### config.mk
export PLATFORM = sky130hd
export DESIGN_NAME = dmem_arbiter
export DESIGN_NICKNAME = d
export VERILOG_FILES = /design/src/rtl/dmem_arbiter.sv
export SDC_FILE = /design/constraint.sdc
export NUM_CORES = 1
export LEC_CHECK = 0
export CORE_UTILIZATION = 35
export CTS_BUF_LIST = sky130_fd_sc_hd__clkbuf_8
export DETAILED_ROUTE_END_ITERATION = 6
export PLACE_DENSITY_LB_ADDON = 0.15
export SLEW_MARGIN = 20
export SYNTH_ARGS = -nofsm -noshare
export SYNTH_HDL_FRONTEND = slang
export SYNTH_SLANG_ARGS = --single-unit
### constraint.sdc
create_clock -name clock -period 2.4 [get_ports clock]
set_input_delay 0.24 -clock clock [delete_from_list [all_inputs] [get_ports clock]]
set_output_delay 0.24 -clock clock [all_outputs]
set_load 0.02 [all_outputs]
### src/rtl/dmem_arbiter.sv
// Two-port round-robin arbiter in front of a single-port synchronous data memory.
// Supports a bounded burst lock and returns read data one cycle after the grant.
module dmem_arbiter #(
    parameter int ADDR_WIDTH = 8,
    parameter int DATA_WIDTH = 8,
    parameter int MAX_BURST  = 4
) (
    input  logic                  clock,
    input  logic                  nreset,
    input  logic                  m0_req,
    input  logic                  m0_we,
    input  logic                  m0_lock,
    input  logic [ADDR_WIDTH-1:0] m0_addr,
    input  logic [DATA_WIDTH-1:0] m0_wdata,
    output logic                  m0_gnt,
    output logic                  m0_rvalid,
    output logic [DATA_WIDTH-1:0] m0_rdata,
    input  logic                  m1_req,
    input  logic                  m1_we,
    input  logic                  m1_lock,
    input  logic [ADDR_WIDTH-1:0] m1_addr,
    input  logic [DATA_WIDTH-1:0] m1_wdata,
    output logic                  m1_gnt,
    output logic                  m1_rvalid,
    output logic [DATA_WIDTH-1:0] m1_rdata,
    output logic [ADDR_WIDTH-1:0] mem_addr,
    output logic                  mem_wenable,
    output logic [DATA_WIDTH-1:0] mem_wvalue,
    input  logic [DATA_WIDTH-1:0] mem_rvalue
);

    localparam int               CNT_W   = (MAX_BURST > 1) ? $clog2(MAX_BURST) : 1;
    localparam logic [CNT_W-1:0] CNT_MAX = CNT_W'(MAX_BURST - 1);

    typedef enum logic [1:0] {IDLE, OWN0, OWN1} owner_t;

    owner_t                owner, owner_next;
    logic                  last, last_next;
    logic [CNT_W-1:0]      burst_cnt, burst_next;
    logic                  gnt0, gnt1;
    logic                  keep0, keep1, at_limit;
    logic                  pend0, pend1;
    logic [DATA_WIDTH-1:0] hold0, hold1;

    always_ff @(posedge clock) begin
        if (!nreset) begin
            owner     <= IDLE;
            last      <= 1'b1;
            burst_cnt <= '0;
        end else begin
            owner     <= owner_next;
            last      <= last_next;
            burst_cnt <= burst_next;
        end
    end

    always_comb begin
        at_limit   = (burst_cnt == CNT_MAX);
        keep0      = (owner == OWN0) && m0_req && (m0_lock || !m1_req) && !(m1_req && at_limit);
        keep1      = (owner == OWN1) && m1_req && (m1_lock || !m0_req) && !(m0_req && at_limit);
        gnt0       = 1'b0;
        gnt1       = 1'b0;
        owner_next = IDLE;
        last_next  = last;
        burst_next = '0;

        // Grants are held off entirely while reset is asserted.
        if (nreset) begin
            if (keep0) begin
                gnt0 = 1'b1;
            end else if (keep1) begin
                gnt1 = 1'b1;
            end else if (m0_req && m1_req) begin
                gnt0 = last;
                gnt1 = !last;
            end else begin
                gnt0 = m0_req;
                gnt1 = m1_req;
            end
        end

        if (gnt0) begin
            last_next = 1'b0;
            if (m0_lock) owner_next = OWN0;
            if (owner == OWN0) burst_next = at_limit ? burst_cnt : burst_cnt + CNT_W'(1);
        end else if (gnt1) begin
            last_next = 1'b1;
            if (m1_lock) owner_next = OWN1;
            if (owner == OWN1) burst_next = at_limit ? burst_cnt : burst_cnt + CNT_W'(1);
        end
    end

    assign m0_gnt      = gnt0;
    assign m1_gnt      = gnt1;
    assign mem_addr    = gnt0 ? m0_addr  : (gnt1 ? m1_addr  : '0);
    assign mem_wvalue  = gnt0 ? m0_wdata : (gnt1 ? m1_wdata : '0);
    assign mem_wenable = (gnt0 && m0_we) || (gnt1 && m1_we);

    always_ff @(posedge clock) begin
        if (!nreset) begin
            pend0 <= 1'b0;
            pend1 <= 1'b0;
            hold0 <= '0;
            hold1 <= '0;
        end else begin
            pend0 <= gnt0 && !m0_we;
            pend1 <= gnt1 && !m1_we;
            if (pend0) hold0 <= mem_rvalue;
            if (pend1) hold1 <= mem_rvalue;
        end
    end

    // Return path is steered by the registered grant; reset also masks an in-flight return.
    assign m0_rvalid = pend0 && nreset;
    assign m1_rvalid = pend1 && nreset;
    assign m0_rdata  = m0_rvalid ? mem_rvalue : hold0;
    assign m1_rdata  = m1_rvalid ? mem_rvalue : hold1;

endmodule

Yosys cells after proc, flatten, opt, wreduce, memory -nomap -nowiden

Cells that the tools add are included.

Reductions and logical operators: 26
Add/subtract/negate cells: 1
Equality and inequality tests: 3
Muxes and demuxes: 25

Operators by type and width:

| operator            | number |
|---|---|
| $mux 8              | 6 |
| $mux 2              | 8 |
| $logic_and 1x1->1   | 15 |
| $mux 1              | 11 |
| $logic_not 1->1     | 7 |
| $eq 2x2->1 const B  | 2 |
| $logic_or 1x1->1    | 3 |
| $add 2x1->2 const B | 1 |
| $eq 2x1->1 const B  | 1 |
| $reduce_bool 2->1   | 1 |

Logic and storage cells: 62
Output and inout port bits: 37
Register bits after elaboration: 23
Bits of input ports: 48

Depth between registers and ports, before layout

Gate-level depths: netlist (run 1).

Depth after elaboration: 9
Depth in mapped cells: 6
Mapped depth without buffers: 4

Least setup slack after synthesis (run 1)

Ideal clock, no wire load.

Path kind: reg-to-output
Start point: register burst_cnt[1]
End point: output mem_wvalue[2]
Arrival: 1563 ps
Data required time: 2160 ps
Stages on the path, launching flop included: 6
Setup slack: 597 ps
Path buffers: 1
Cells stage by stage: dfxtp_1 > a21bo_1 > nor3_2 > a311oi_4 > buf_6 > mux2i_1

Word-level cells in the longest chain between the ends: 9

RTL lines:

| what                   | line | RTL |
|---|---|---|
| start, declared        | 39   | `logic [CNT_W-1:0] burst_cnt, burst_next;` |
| start signal, assigned | 53   | `burst_cnt <= burst_next;` |
| $eq 2x2->1 *           | 58   | `at_limit = (burst_cnt == CNT_MAX);` |
| $logic_and 1x1->1      | 60   | `keep1 = (owner == OWN1) && m1_req && (m1_lock \|\| !m0_req) && !(m0_req && at_limit);` |
| $logic_not 1->1        | 60   |  |
| $logic_and 1x1->1      | 60   |  |
| $mux 1                 | 71   | `end else if (keep1) begin` |
| $mux 1                 | 69   | `if (keep0) begin` |
| $mux 1                 | 68   | `if (nreset) begin` |
| $mux 8                 | 96   | `assign mem_wvalue = gnt0 ? m0_wdata : (gnt1 ? m1_wdata : '0);` |
| $mux 8 *               | 96   |  |
| end, declared          | 28   | `output logic [DATA_WIDTH-1:0] mem_wvalue,` |

Mark *: on every way between the ends. The rest lies on a longest branch, timed or not.

Worst setup path after layout (run 1)

Start point: input nreset
End point: output m1_rdata[3]

Word-level cells in the longest chain between the ends: 2

RTL lines:

| what              | line | RTL |
|---|---|---|
| start, declared   | 9    | `input logic nreset,` |
| $logic_and 1x1->1 | 115  | `assign m1_rvalid = pend1 && nreset;` |
| $mux 8            | 117  | `assign m1_rdata = m1_rvalid ? mem_rvalue : hold1;` |
| end, declared     | 25   | `output logic [DATA_WIDTH-1:0] m1_rdata,` |

Every way passes these cells.

==> impl_metrics.tcl, run 1 <==
set metrics [dict create \
    core_area_sq_um 4000 \
    drv_cap 0 \
    synth_fp_nets 208 \
    clock_latency_ns 0.26 \
    pre_cts_slack_ns -0.2017 \
    portBuffers 84 \
    yosys.area_share.simple 0.2328 \
    crit_chain "clkdlybuf4s50_1, nand2_1, mux2_2, clkdlybuf4s50_1" \
    finalCritPeriodShare 0.9527 \
    drc 0 \
    cts_made_buffers 3 \
    highest_layer "met4" \
    hold_class "register to register" \
    yosys_warnings 0 \
    gp_congestion 0.6806 \
    drtIter0Drc 38 \
    synth_compound_area_frac 0.05069 \
    synth-seq-cells 23 \
    rsz0062_at_grt "false" \
    cts-root-buf "clkbuf_8" \
    fin_skew_ns 0.004305 \
    maxSlewHeadroom 0.7051 \
    worst_slack_ns 0.1135 \
    syn_to_final_growth_pct 63.23 \
    die_w_um 66.51 \
    cp_max_fo 9 \
    syn_inst 160 \
    netlist-cell-type-count 27 \
    whs_ns 0.5147 \
    vias 1375 \
    cp-start-kind "input port" \
    ir_drop_mv 0.1959 \
    htree_levels 1 \
    p_leak_nw 0.9993 \
    netlist_area_sq_um 1456 \
    avgSynthCellArea_sq_um 9.102 \
    critPathMaxStageDelay_ns 0.53 \
    grt_pass1_vias 1288 \
    antenna_found_initial 0 \
    layout_common_cells "clkdlybuf4s50_1 (65), nand2_1 (39), mux2i_1 (33), dfxtp_1 (23)" \
    hold_viol 0 \
    synthMuxAreaShare 0.3505 \
    met3WireLength_um 310 \
    setup-violations-final 0 \
    grtUsageTotal 0.1644 \
    stdcell_count 298 \
    final_layout_size_suffix_gt1_frac 0.1935 \
    vias_per_cell 4.614 \
    p_per_area_nw_per_um2 391.1 \
    wire_per_inst_um 11.47 \
    ios 85 \
    synth_top_family_by_area "multiplexers" \
    worst_path_most_repeated_cell "clkdlybuf4s50_1" \
    synth_xor_xnor_area_share 0 \
    ys_seq_area_frac 0.3162 \
    first_pass_iters 4 \
    endpoint_kind "primary output" \
    initial_core_util 0.3641 \
    grt-ovfl-total 0 \
    place_inst 294 \
    critPathKind "input port to primary output" \
    finalCriticalPeriod_ns 2.287 \
    crit_arrival_ns 2.05 \
    status "finished clean" \
    antenna_left 0 \
    clk_pin_slew_ns 0.08 \
    fmax_mhz 437.3 \
    place_hpwl_mm 2.671 \
    fp.dieH_um 66.51 \
    grt_pass1_wl_mm 5.602 \
    fp-row-count 23 \
    required_ns 2.16 \
    slew_viol_final 0 \
    nNetsFinal 297 \
    clockBufferDepth 2 \
    wl_met1_mm 1.521 \
    cts_tree "yes" \
    worstMarginPinSlew_ns 0.4413 \
    antennaDiodeCount 0 \
    dieArea_sq_um 4423 \
    power_mw 0.9298 \
    synth_fa_ha_area_frac 0 \
    grt_max_degree 19 \
    layout_commonest_cell "clkdlybuf4s50_1" \
    drt-total-wl_mm 3.417 \
    cts.sinks 23 \
    ff2ff_setup_slack_ns 0.91 \
    slowest_stage "clkdlybuf4s50_1" \
    dr_wl_met2_mm 1.558 \
    fin_setup_tns_ns 0 \
]
## layout make-up
class / count / area (sq um)
timing repair buffer: 95 / 878.3
tap: 50 / 62.56
clock buffer: 3 / 41.29
clock inverter: 1 / 3.754
fill: 393 / 1623
multi-input combinational: 124 / 923.4
sequential: 23 / 460.4
inverter: 2 / 7.507
## cell usage after synthesis
library cell | instances | area (sq um)
a21bo_1 | 1 | 10.01
a21boi_1 | 1 | 7.510
a311o_1 | 1 | 10.01
a311oi_4 | 1 | 26.28
and2_1 | 2 | 12.51
and3_1 | 2 | 12.51
and3b_1 | 1 | 8.760
buf_2 | 4 | 20.02
buf_6 | 1 | 11.26
buf_8 | 1 | 15.01
clkbuf_1 | 5 | 18.77
dfxtp_1 | 23 | 460.4
inv_1 | 2 | 7.510
mux2_2 | 16 | 180.2
mux2i_1 | 33 | 330.3
nand2_1 | 39 | 146.4
nand2b_1 | 2 | 12.51
nand3b_1 | 1 | 7.510
nor2_1 | 1 | 3.750
nor2b_1 | 16 | 100.1
nor3_1 | 1 | 5.000
nor3_2 | 1 | 10.01
nor3b_2 | 1 | 12.51
o211a_1 | 1 | 10.01
o21ai_0 | 1 | 5.000
o21ai_1 | 1 | 5.000
or2b_1 | 1 | 7.510
## power by group
| group | leakage, nW | internal (mW) | total (mW) | switching (mW) |
|---|---|---|---|---|
| logic | 0.786 | 0.172 | 0.305 | 0.133 |
| clock network | 0.0269 | 0.114 | 0.225 | 0.111 |
| registers | 0.187 | 0.393 | 0.400 | 0.00672 |
## path summary, 6_finish.rpt
path	start	to	cells past startpoint
max	nreset	m1_rdata[3]	4
min	hold0[1]$_SDFFE_PN0P_	hold0[1]$_SDFFE_PN0P_	2
max reg2reg	burst_cnt[0]$_SDFF_PN0_	owner[1]$_SDFF_PP0_	6
min reg2reg	hold0[1]$_SDFFE_PN0P_	hold0[1]$_SDFFE_PN0P_	2
## metrics by stage
step / cell area (sq um) / utilization
floorplan: 1456 / -
global placement: 2402 / 0.6006
finish: 2377 / 0.5943
global route: 2377 / 0.5943
CTS: 2425 / 0.6062
detailed placement: 2402 / 0.6006
## sequential cells by signal (all words and copies together), names as in the netlist
signal and flops:
hold0 8, hold1 8, burst_cnt 2, owner 2, last 1, pend0 1, pend1 1
## worst max-delay path, delay by kind of cell
family / cells / cell delay [ns]
buffers and inverters: 2 / 1.02
and+or+nand+nor: 1 / 0.39
muxes: 1 / 0.39
## timing repair
item                                   4_1_cts  5_1_grt
resized for setup                           18       34
buffers inserted                             0        0
setup endpoints to repair                   18       17
endpoints found under the hold margin        0        0
hold buffers                                 0        0
## per-layer routing
metal / GRT usage / vias to the layer above
met5: 0 / -
met2: 0.2717 / 66
met3: 0.04795 / 2
met4: 0.03989 / 0
met1: 0.2082 / 593
li1: - / 714
## kinds of logic (layout without fill, tap and decap cells)
logic type / after synthesis / count (layout)
flops: 23 / 23
buf+inv: 13 / 101
mux: 49 / 49
simple gates: 68 / 68
compound gates: 7 / 7
Power figures use the tool's default switching activity.
==> run 2, diff against run 1 <==
--- a/config.mk
+++ b/config.mk
@@ -5,6 +5,7 @@
 export SDC_FILE = /design/constraint.sdc
 export NUM_CORES = 1
 export LEC_CHECK = 0
+export CORE_MARGIN = 1
 export CORE_UTILIZATION = 35
 export CTS_BUF_LIST = sky130_fd_sc_hd__clkbuf_8
 export DETAILED_ROUTE_END_ITERATION = 6
==> results of run 2 <==
No change in the layout: final DEF, timing and power equal those of run 1.
